`src/rtl/cache_arbiter.sv`:
```
// cache_arbiter
//   Shares one cacheline-wide physical-memory port between the I-cache
//   (read-only) and the D-cache (read/write). One whole line transaction is
//   in flight at a time. The downstream command, address and write data are
//   registered at grant and held until pmem_resp. The response is steered
//   back to the owning cache only.
//
//   Ports:
//     clk, rst                          clock, async active-high reset
//     i_read, i_address                 I-cache line read request
//     i_rdata, i_resp                   I-cache returned line / completion
//     d_read, d_write, d_address,
//     d_wdata                           D-cache line read / writeback request
//     d_rdata, d_resp                   D-cache returned line / completion
//     pmem_read, pmem_write,
//     pmem_address, pmem_wdata          registered downstream command
//     pmem_rdata, pmem_resp             downstream read line / completion
//
//   Optional feature macro: CACHE_ARB_RR_EN
//     defined   : round-robin when both caches request in IDLE
//     undefined : fixed priority, D over I
module cache_arbiter #(
    parameter int s_line = 256,
    parameter int ADDR_W = 32
) (
    input  logic              clk,
    input  logic              rst,
    input  logic              i_read,
    input  logic [ADDR_W-1:0] i_address,
    output logic [s_line-1:0] i_rdata,
    output logic              i_resp,
    input  logic              d_read,
    input  logic              d_write,
    input  logic [ADDR_W-1:0] d_address,
    input  logic [s_line-1:0] d_wdata,
    output logic [s_line-1:0] d_rdata,
    output logic              d_resp,
    output logic              pmem_read,
    output logic              pmem_write,
    output logic [ADDR_W-1:0] pmem_address,
    output logic [s_line-1:0] pmem_wdata,
    input  logic [s_line-1:0] pmem_rdata,
    input  logic              pmem_resp
);

    typedef enum logic [1:0] {
        IDLE    = 2'd0,
        SERVE_I = 2'd1,
        SERVE_D = 2'd2
    } state_t;

    state_t state, state_nx;
    logic   last_grant_d, last_grant_d_nx;  // 1: D served last, 0: I served last
    logic   i_req, d_req, grant_d;
    logic   load, clear;

    always_comb begin
        i_req = i_read;
        d_req = d_read | d_write;
`ifdef CACHE_ARB_RR_EN
        // Under contention, the requester not served last wins.
        grant_d = d_req & (~i_req | ~last_grant_d);
`else
        grant_d = d_req;
`endif
        state_nx        = state;
        last_grant_d_nx = last_grant_d;
        load            = 1'b0;
        clear           = 1'b0;
        case (state)
            IDLE: begin
                // pmem_resp is deliberately ignored here (spurious response).
                if (grant_d) begin
                    state_nx = SERVE_D;
                    load     = 1'b1;
                end else if (i_req) begin
                    state_nx = SERVE_I;
                    load     = 1'b1;
                end
            end
            SERVE_I: begin
                if (pmem_resp) begin
                    state_nx        = IDLE;
                    last_grant_d_nx = 1'b0;
                    clear           = 1'b1;
                end
            end
            SERVE_D: begin
                if (pmem_resp) begin
                    state_nx        = IDLE;
                    last_grant_d_nx = 1'b1;
                    clear           = 1'b1;
                end
            end
            default: state_nx = IDLE;
        endcase
    end

    always_ff @(posedge clk or posedge rst) begin
        if (rst) begin
            state        <= IDLE;
            last_grant_d <= 1'b1;
            pmem_read    <= 1'b0;
            pmem_write   <= 1'b0;
            pmem_address <= '0;
            pmem_wdata   <= '0;
        end else begin
            state        <= state_nx;
            last_grant_d <= last_grant_d_nx;
            if (load) begin
                if (grant_d) begin
                    // Write wins when the D-cache raises both commands.
                    pmem_address <= d_address;
                    pmem_wdata   <= d_wdata;
                    pmem_write   <= d_write;
                    pmem_read    <= ~d_write & d_read;
                end else begin
                    pmem_address <= i_address;
                    pmem_write   <= 1'b0;
                    pmem_read    <= 1'b1;
                end
            end else if (clear) begin
                pmem_read  <= 1'b0;
                pmem_write <= 1'b0;
            end
        end
    end

    // Data is broadcast; only the resp tells a cache the line is its own.
    assign i_rdata = pmem_rdata;
    assign d_rdata = pmem_rdata;
    assign i_resp  = (state == SERVE_I) & pmem_resp;
    assign d_resp  = (state == SERVE_D) & pmem_resp;

endmodule

```
`config.mk`:
```
export PLATFORM = sky130hd
export DESIGN_NAME = cache_arbiter
export DESIGN_NICKNAME = d
export VERILOG_FILES = /design/src/rtl/cache_arbiter.sv
export SDC_FILE = /design/constraint.sdc
export NUM_CORES = 1
export LEC_CHECK = 0
export BUFFER_PORTS_ARGS = -buffer_cell sky130_fd_sc_hd__clkbuf_2
export CAP_MARGIN = 20
export CELL_PAD_IN_SITES_DETAIL_PLACEMENT = 1
export CELL_PAD_IN_SITES_GLOBAL_PLACEMENT = 1
export CORE_AREA = 2 2 537 539
export DETAILED_ROUTE_END_ITERATION = 8
export DIE_AREA = 0 0 539 541
export PLACE_DENSITY_LB_ADDON = 0.1
export SLEW_MARGIN = 20
export SYNTH_ARGS = -nofsm -noshare
export SYNTH_HDL_FRONTEND = slang
export SYNTH_SLANG_ARGS = --single-unit
```
`constraint.sdc`:
```
create_clock -name clk -period 22.1 [get_ports clk]
set_input_delay 4.42 -clock clk [delete_from_list [all_inputs] [get_ports clk]]
set_output_delay 4.42 -clock clk [all_outputs]
set_load 0.01 [all_outputs]
```
==> metrics <==
DRT iter0 DRCs=268; Startpoint Class=primary input; post-CTS setup buffer count=0; unrepaired setup endpoints after global routing=false; syn_nets=1803; reg2reg path depth=8; vias per cell=1.786; Synth Instances=1218; CTS Hold Bufs=0; Initial Util=0.05695; CP Capture Type=primary output; die height=541 um; vias in the first global route=10520; layer with the highest usage=met2; first-pass GRT wire length=109.6 mm; Max-Cap Viols=0; Detail Route Antenna Nets=0; max_slew headroom=0.2814; WL final=83.78 mm; Layout fillers=33660; Pwr Total=0.003259 W; global route total overflow=0; Hold Crit Class=reg2reg; Tot GR Track Use=0.05576; Synth async-reset ratio=1.000; post_cts resized=0; initial antenna violation count=26; GPL Wtd Cong=0.7093; die area=0.2916 mm2; EDFF count, synth=0; RR Endpoint=pmem_wdata[104]$_DFFE_PP0P_; setup slack, reg-to-reg=17910 ps; # setup viols final=0; Crit Path Category=in2out; area taken by multi-input logic gates=0.004547 mm2; Synth top area share=0.4480; met1 Use GR=0.06189; clock tree sinks=292; detailed-placement wirelength estimate=67.44 mm; synth top area cells=dfrtp_1 (45%), buf_4 (24%), mux2_4 (22%); clock buffer depth=3; Final Skew=33.91 ps; largest net degree at the start of global routing=126; hold wc startpoint=pmem_address[31]$_DFFE_PP0P_; area grow syn2layout=31.89%; FF+latch area=0.007307 mm2; met2 GRT Util=0.08756; slew of the pin with the lowest slew margin=1078 ps; post-route clock period utilization=0.4195; Fmax=0.1079 GHz; syn_area_per_cell=13.39 um2; via count=9229; yosys synthesis warning count=0; Hold Crit Endpoint=pmem_address[31]$_DFFE_PP0P_; Hold Path Depth=2; CORE AREA=0.2864 mm2; Critical Path RT=17680 ps; CTS tree=yes; power density over cell area=151.5 mW/mm2; Final Hold Vio Count=0; Peak supply drop=0.09315 mV; Die X=539 um; Final #Nets=1932; Seq/Total Area, Yosys=0.4480; r2r startpoint=state[1]$_DFFE_PP0P_; share of layout cells above drive strength 1=0.6966; Setup TNS=0 ps; WP data arrival=4850 ps; IO Pins=1386; GRT met3 Usage=0.02972; DRC Markers=0; Distinct cells, synth=24; status=finished clean; fin crit period=9272 ps; leak pwr=9.306 nW; CTS buffer count=50; final slew viol count=0; post-synth top area cell=dfrtp_1; first drt pass iteration count=4; Worst-Skew Late Latency=650 ps; Main synth FF type=dfrtp_1; synthesis-stage register bit count=292; Std-Cell Rows=197; worst-path fanout max=4; # H-tree levels=2; # port buffers=617; Avg WL per Cell=16.21 um; clock slew at reported path FFs=50 ps; Mapped Area=0.01631 mm2; Root Buffer Master=clkbuf_16
-- sequential cells by signal, indices dropped and copies added, names as in the netlist --
| name | cells |
|---|---|
| pmem_wdata | 256 |
| pmem_address | 32 |
| state | 2 |
| pmem_read | 1 |
| pmem_write | 1 |
-- area by class of cell --
| class | count | share of cell area |
|---|---|---|
| flip-flops and latches | 292 | 0.3396 |
| well taps | 3781 | 0.2199 |
| multi-input cells | 372 | 0.2113 |
| repair buffers | 628 | 0.1485 |
| clock buffers | 72 | 0.06665 |
| clock inverters | 14 | 0.01239 |
| inverters | 3 | 0.0008723 |
| diodes | 6 | 0.0006979 |
-- cell usage after synthesis, types with 2 or more instances --
master and instances:
mux2_2 16, nand3_1 2, a21oi_1 2, ha_1 3
clkbuf_1 3, inv_1 3, nand2_1 35, mux2i_1 32
buf_12 26, buf_4 518, buf_2 2, dfrtp_1 292
mux2_4 240, and2_1 2, o21ai_0 33
-- cell families after synthesis --
family / share of synthesized area
multiplexers: 0.2516
AND/OR/NAND/NOR: 0.01089
AO/OA/AOI/OAI: 0.01396
adder cells (fa/ha/maj): 0.002301
buffers and inverters: 0.2733
flip-flops: 0.4480
-- worst max-delay path, stage by stage --
cell and delay (ps):
clkbuf_2 120, and2_1 180, clkbuf_2 130
-- report_power, final --
group | leakage (nW) | internal [W] | switching (W)
clock network | 0.826 | 0.000517 | 0.000337
logic | 5.05 | 0.000675 | 0.000738
registers | 3.43 | 0.000814 | 0.000178
total | 9.31 | 0.00201 | 0.00125
-- routing by layer --
| metal | part of all wire | up-vias | wire (um) |
|---|---|---|---|
| met5 | 0.00084 | - | 70 |
| met4 | 0.044 | 12 | 3702 |
| met3 | 0.11 | 258 | 9511 |
| met2 | 0.45 | 740 | 37750 |
| met1 | 0.39 | 4441 | 32740 |
| li1 | - | 3778 | - |
-- worst max-delay path by stage --
stage | cells past startpoint | startpoint | end
after floorplan | 1 | rst | pmem_address[0]$_DFFE_PP0P_
after global placement | 3 | pmem_resp | i_resp
after detailed placement | 3 | pmem_resp | i_resp
after CTS | 3 | pmem_resp | i_resp
after global routing | 3 | pmem_resp | i_resp
final | 3 | pmem_resp | i_resp
-- per-stage QoR --
| stage | utilization | setup WS (ps) | area (um2) | instances | hold slack [ps] |
|---|---|---|---|---|---|
| 6_report | 0.07512 | 12830 | 21510 | 5168 | 482.8 |
| 5_1_grt | 0.07507 | 12790 | 21500 | 5163 | 518.4 |
| 4_1_cts | 0.07506 | 12800 | 21500 | 5162 | 488.4 |
| 3_5_place_dp | 0.06913 | 12800 | 19800 | 5076 | 475.3 |
| 3_3_place_gp | 0.06913 | 12790 | 19800 | 5076 | 474.8 |
| 2_1_floorplan | - | 9618 | 16310 | 1218 | 500.1 |
-- cells in the final DEF, fill, tap and decap left out, drive strengths merged, types with 4 or more instances in the layout --
cell and n:
clkbuf 689, dfrtp 292, mux2 256, nand2 35, o21ai 34, mux2i 32, buf 11, diode 6
bufinv 6, clkinv 6, inv 4
(Power assumes the default switching activity.)
